File: src/rtl/ctrl_pkg.sv
// Shared definitions for the multicycle controller: FSM states, opcodes and ALU encodings.
package ctrl_pkg;

  typedef enum logic [3:0] {
    S_FETCH,
    S_DECODE,
    S_MEMADR,
    S_MEMREAD,
    S_MEMWB,
    S_MEMWRITE,
    S_EXECR,
    S_EXECI,
    S_ALUWB,
    S_BRANCH,
    S_JAL,
    S_TRAP
  } state_t;

  // Which kind of ALU operation a state needs; only execute states look at funct fields.
  typedef enum logic [1:0] {
    CLS_ADD,
    CLS_SUB,
    CLS_FUNCT
  } alu_class_t;

  typedef enum logic [3:0] {
    ALU_ADD = 4'b0000,
    ALU_SUB = 4'b0001,
    ALU_AND = 4'b0010,
    ALU_OR  = 4'b0011,
    ALU_XOR = 4'b0100,
    ALU_SLT = 4'b0101,
    ALU_SLL = 4'b0110,
    ALU_SRL = 4'b0111,
    ALU_SRA = 4'b1000
  } alu_op_t;

  localparam logic [6:0] OP_LOAD   = 7'b0000011;
  localparam logic [6:0] OP_STORE  = 7'b0100011;
  localparam logic [6:0] OP_RTYPE  = 7'b0110011;
  localparam logic [6:0] OP_ITYPE  = 7'b0010011;
  localparam logic [6:0] OP_BRANCH = 7'b1100011;
  localparam logic [6:0] OP_JAL    = 7'b1101111;

endpackage

File: src/rtl/alu_decoder.sv
// Combinational ALU operation decode from the controller's state class and instruction fields.
module alu_decoder
  import ctrl_pkg::*;
(
  input  alu_class_t  cls,
  input  logic [2:0]  funct3,
  input  logic        funct7b5,
  input  logic        op5,
  output alu_op_t     aluc
);

  always_comb begin
    aluc = ALU_ADD;
    case (cls)
      CLS_SUB: aluc = ALU_SUB;
      CLS_FUNCT: begin
        case (funct3)
          // funct7b5 only selects SUB for register-register ops; addi ignores it
          3'b000:  aluc = (op5 && funct7b5) ? ALU_SUB : ALU_ADD;
          3'b001:  aluc = ALU_SLL;
          3'b010:  aluc = ALU_SLT;
          3'b100:  aluc = ALU_XOR;
          3'b101:  aluc = funct7b5 ? ALU_SRA : ALU_SRL;
          3'b110:  aluc = ALU_OR;
          3'b111:  aluc = ALU_AND;
          default: aluc = ALU_ADD;
        endcase
      end
      default: aluc = ALU_ADD;
    endcase
  end

endmodule

File: src/rtl/multicycle_controller.sv
// Multicycle RV32 subset control FSM: sequences fetch, decode, execute, memory and writeback steps.
module multicycle_controller
  import ctrl_pkg::*;
#(
  parameter bit MEM_WAIT_EN = 1'b1
) (
  input  logic       clk,
  input  logic       rst_n,
  input  logic [6:0] op,
  input  logic [2:0] funct3,
  input  logic       funct7b5,
  input  logic       zero,
  input  logic       mem_ready,
  output logic       mem_req,
  output logic       adr_src,
  output logic       ir_we,
  output logic       pc_we,
  output logic       Regwe,
  output logic       DMemwe,
  output logic [1:0] DMemMuxc,
  output logic [1:0] ALUMuxa,
  output logic [1:0] ALUMuxb,
  output logic [3:0] ALUc,
  output logic [1:0] Extendc,
  output logic       illegal
);

  state_t     state;
  alu_class_t alu_cls;
  alu_op_t    aluc_dec;
  logic       ready;
  logic       branch_taken;

  assign ready        = MEM_WAIT_EN ? mem_ready : 1'b1;
  assign branch_taken = ((funct3 == 3'b000) && zero) || ((funct3 == 3'b001) && !zero);

  always_ff @(posedge clk) begin
    if (!rst_n) begin
      state <= S_FETCH;
    end else begin
      case (state)
        S_FETCH:    if (ready) state <= S_DECODE;
        S_DECODE: begin
          case (op)
            OP_LOAD, OP_STORE: state <= S_MEMADR;
            OP_RTYPE:          state <= S_EXECR;
            OP_ITYPE:          state <= S_EXECI;
            OP_BRANCH:         state <= (funct3 == 3'b000 || funct3 == 3'b001) ? S_BRANCH : S_TRAP;
            OP_JAL:            state <= S_JAL;
            default:           state <= S_TRAP;
          endcase
        end
        S_MEMADR:   state <= (op == OP_STORE) ? S_MEMWRITE : S_MEMREAD;
        S_MEMREAD:  if (ready) state <= S_MEMWB;
        S_MEMWB:    state <= S_FETCH;
        S_MEMWRITE: if (ready) state <= S_FETCH;
        S_EXECR:    state <= S_ALUWB;
        S_EXECI:    state <= S_ALUWB;
        S_ALUWB:    state <= S_FETCH;
        S_BRANCH:   state <= S_FETCH;
        S_JAL:      state <= S_ALUWB;
        S_TRAP:     state <= S_TRAP;
        default:    state <= S_FETCH;
      endcase
    end
  end

  // Outputs depend on state and on mem_ready/zero so handshakes complete in the same cycle.
  always_comb begin
    mem_req  = 1'b0;
    adr_src  = 1'b0;
    ir_we    = 1'b0;
    pc_we    = 1'b0;
    Regwe    = 1'b0;
    DMemwe   = 1'b0;
    DMemMuxc = 2'b00;
    ALUMuxa  = 2'b00;
    ALUMuxb  = 2'b00;
    Extendc  = 2'b00;
    illegal  = 1'b0;
    alu_cls  = CLS_ADD;
    case (state)
      S_FETCH: begin
        mem_req  = 1'b1;
        ALUMuxb  = 2'b10;
        DMemMuxc = 2'b10;
        ir_we    = ready;
        pc_we    = ready;
      end
      S_DECODE: begin
        ALUMuxa = 2'b01;
        ALUMuxb = 2'b01;
        Extendc = 2'b10;
      end
      S_MEMADR: begin
        ALUMuxa = 2'b10;
        ALUMuxb = 2'b01;
        Extendc = (op == OP_STORE) ? 2'b01 : 2'b00;
      end
      S_MEMREAD: begin
        mem_req = 1'b1;
        adr_src = 1'b1;
      end
      S_MEMWB: begin
        DMemMuxc = 2'b01;
        Regwe    = 1'b1;
      end
      S_MEMWRITE: begin
        mem_req = 1'b1;
        adr_src = 1'b1;
        DMemwe  = ready;
      end
      S_EXECR: begin
        ALUMuxa = 2'b10;
        alu_cls = CLS_FUNCT;
      end
      S_EXECI: begin
        ALUMuxa = 2'b10;
        ALUMuxb = 2'b01;
        alu_cls = CLS_FUNCT;
      end
      S_ALUWB:  Regwe = 1'b1;
      S_BRANCH: begin
        ALUMuxa = 2'b10;
        alu_cls = CLS_SUB;
        pc_we   = branch_taken;
      end
      S_JAL: begin
        ALUMuxa = 2'b01;
        ALUMuxb = 2'b10;
        pc_we   = 1'b1;
      end
      S_TRAP:   illegal = 1'b1;
      default:  ;
    endcase
    // Reset kills every write immediately, even mid-handshake.
    if (!rst_n) begin
      mem_req = 1'b0;
      ir_we   = 1'b0;
      pc_we   = 1'b0;
      Regwe   = 1'b0;
      DMemwe  = 1'b0;
      illegal = 1'b0;
    end
  end

  alu_decoder u_alu_decoder (
    .cls      (alu_cls),
    .funct3   (funct3),
    .funct7b5 (funct7b5),
    .op5      (op[5]),
    .aluc     (aluc_dec)
  );

  assign ALUc = aluc_dec;

endmodule

File: config.mk
export PLATFORM = sky130hd
export DESIGN_NAME = multicycle_controller
export DESIGN_NICKNAME = d
export VERILOG_FILES = /design/src/rtl/ctrl_pkg.sv /design/src/rtl/alu_decoder.sv /design/src/rtl/multicycle_controller.sv
export SDC_FILE = /design/constraint.sdc
export NUM_CORES = 1
export LEC_CHECK = 0
export BUFFER_PORTS_ARGS = -buffer_cell sky130_fd_sc_hd__clkbuf_2
export CELL_PAD_IN_SITES_DETAIL_PLACEMENT = 1
export CELL_PAD_IN_SITES_GLOBAL_PLACEMENT = 2
export CORE_UTILIZATION = 23
export DETAILED_ROUTE_END_ITERATION = 6
export GPL_TIMING_DRIVEN = 0
export PLACE_DENSITY = 0.83
export SLEW_MARGIN = 25
export SYNTH_ARGS = -nofsm -noshare
export SYNTH_HDL_FRONTEND = slang
export SYNTH_SLANG_ARGS = --single-unit
File: constraint.sdc
create_clock -name clk -period 2.6 [get_ports clk]
set_clock_uncertainty 0.05 [all_clocks]
set_input_delay 0.52 -clock clk [delete_from_list [all_inputs] [get_ports clk]]
set_output_delay 0.52 -clock clk [all_outputs]
set_load 0.05 [all_outputs]
==> flow_summary.toml <==
[global_route]
grt.overflow.total = 0
grtUsageTotal_pct = 16.7
grt_pass1_wl_mm = 4.33
grt_max_degree = 19
grt_pass1_vias = 906
antenna_found_initial = 0

[yosys]
synth_ff_type = "dfxtp_1"
yosys.area.top_type = "dfxtp_1"
yosysWarningCount = 0
syn_inst = 107
synth_top_area_share_pct = 10.9
seq_area_frac_synth_pct = 10.9
netlist_area_sq_um = 734
async_reset_ff_share_pct = 0
avgSynthCellArea_sq_um = 6.86
synth_seq_cells = 4
synth_fp_nets = 124
synth_cell_types = 46
synth_edf_count = 0
synthTopCellsByArea = "dfxtp_1 11%, nor3_1 6.8%, nor2_1 5.1%"

[sta]
finalHoldViolCount = 0
fin_crit_sh_pct = 94.9
setup_viol = 0
fin_ws_ns = 0.133
clock.fmax_ghz = 0.405
slew_headroom_pct = 75.1
maxSlewViolCount = 0
rsz0062_at_grt = "no"
post-route-min-period_ns = 2.47
tightest_slew_ns = 0.371

[placement]
detailed_place_hpwl_mm = 2.08
dp_slack_ns = -0.0527
numPortBuffers = 32
gp_congestion = 0.794

[outcome]
status = "complete, no violations"

[floorplanning]
die_h_um = 58.5
ios = 34
die_area_sq_mm = 0.00342
initial_core_util_pct = 24.1
rows = 20
die_width_um = 58.5
core_area_sq_mm = 0.00305

[clocking]
cts_buffer_depth = 2
clock-root-buffer = "clkbuf_4"
clock-sinks = 4
cts_hold_buf = 0
clk_pin_slew_ns = 0.04
cts_setup_buffers = 0
clk_latency_ns = 0.25
cts_buffers = 3
htree_levels = 1
cts_tree = "built"

[critical_path]
slowest_stage = "dfxtp_1"
crit_buf_inv = 3
slowest_delay_ns = 0.34
critPathCaptureType = "output pin"
rr_startpoint = "state[3]"
rrSetupSlack_ns = 1.07
arrival_ns = 1.90
cp-start-kind = "flip-flop"
worstPathRequired_ns = 2.03
critPathMaxFanout = 10
path_cells = "buf_4 -> nor2b_4 -> nand3_2 -> inv_1 -> ha_1 -> nand2b_4 -> nor3_2 -> clkbuf_8"
cp_top_family = "simple AND/OR/NAND/NOR gates"
critical_path_class = "reg2out"
startpoint = "state[2]"

[pwr]
power_density_mw_per_mm2 = 989
leakage_uw = 0.000495
ir_drop_mv = 0.342

[drt]
wl_met3_um = 108
highest_layer = "met4"
firstDrtPassIters = 4
vias = 941
drt_iter0_markers = 25
wirelength_mm = 2.54
ant_nets = 0
drcViolationCount = 0
wl_met2_mm = 1.24
wl_met1_mm = 1.15
drt-vias-per-instance = 5.09
wl_per_cell_um = 13.7

[cells_and_area]
regMostFlops = "state"
largest_reg_flops = 4
layout_common_cells = "29 x clkbuf_2, 10 x nor2_1, 9 x nor3_1, 7 x inv_1"
top_regs = "state x4"
syn_to_final_growth_pct = 41.1
nets = 160
n_antenna_cell = 0
layout_commonest_cell = "clkbuf_2"
drive_above_1_share_pct = 37.6
final_util_pct = 33.9

[min_path]
hold_path_class = "in2reg"
hold_start = "rst_n"

[job]
cap_violations = 0
[cells by family after synthesis]
logic type	after synthesis	synth area share (%)
AO/OA/AOI/OAI	30	30.8
XOR/XNOR	4	4.77
adder cells (fa/ha/maj)	2	3.41
buffers and inverters	15	9.54
flip-flops	4	10.9
multiplexers	2	2.73
AND/OR/NAND/NOR	50	37.8
[per-layer routing]
| metal | up-vias | track usage [%] |
|---|---|---|
| li1 | 464 | - |
| met1 | 452 | 22.2 |
| met2 | 21 | 26.8 |
| met3 | 4 | 3.08 |
| met4 | 0 | 6.12 |
| met5 | - | 0 |
[worst paths after layout]
check,cells after the start,endpoint
max reg2reg,5,state[2]
min,2,state[1]
min reg2reg,3,state[2]
max,8,ALUc[3]
[power by group]
group | leakage (uW) | internal (uW) | switching, uW
Combinational | 0.000449 | 250 | 583
Sequential | 0.0000329 | 81.3 | 23.4
Clock | 0.0000138 | 52.2 | 34.4
Total | 0.000495 | 384 | 641
[timing repair]
action | in CTS | in global routing
cloned | 0 | 0
setup endpoints to repair | 3 | 3
resized for setup | 7 | 8
[per-stage QoR]
step           area, sq um  hold WS, ns  std cells  TNS (ns)  total power, uW
6_report              1040        0.521        185         0             1020
3_3_place_gp           973        0.623        183   -0.0176              916
4_1_cts               1010        0.525        185         0             1020
2_1_floorplan          758        0.558        107   -0.0941              751
5_1_grt               1040        0.540        185         0             1100
3_5_place_dp           973        0.624        183   -0.0680              929
[cell type report]
class                      count  area [sq um]
buffer                         7          46.3
clock buffer                   3          22.5
fill                         406          2020
inverter                       7          26.3
multi-input combinational     88           628
sequential                     4          80.1
tap                           44          55.1
timing repair buffer          32           178
[synthesized netlist by cell type (2+ instances only)]
library cell and count:
nor4_1 2, ha_1 2, nor3_1 10, or3_1 2, buf_2 5, nor2b_1 3, a21oi_1 4, mux2i_1 2
nor2_1 10, dfxtp_1 4, a31oi_1 2, xor2_1 2, and2_1 3, o22ai_1 2, nand3b_1 2, nand2_1 5
and3_1 2, nand2b_1 5, inv_1 7, xnor2_1 2, o21ai_0 5, o21a_1 2
Note: power is estimated with default switching activity, not from simulation.
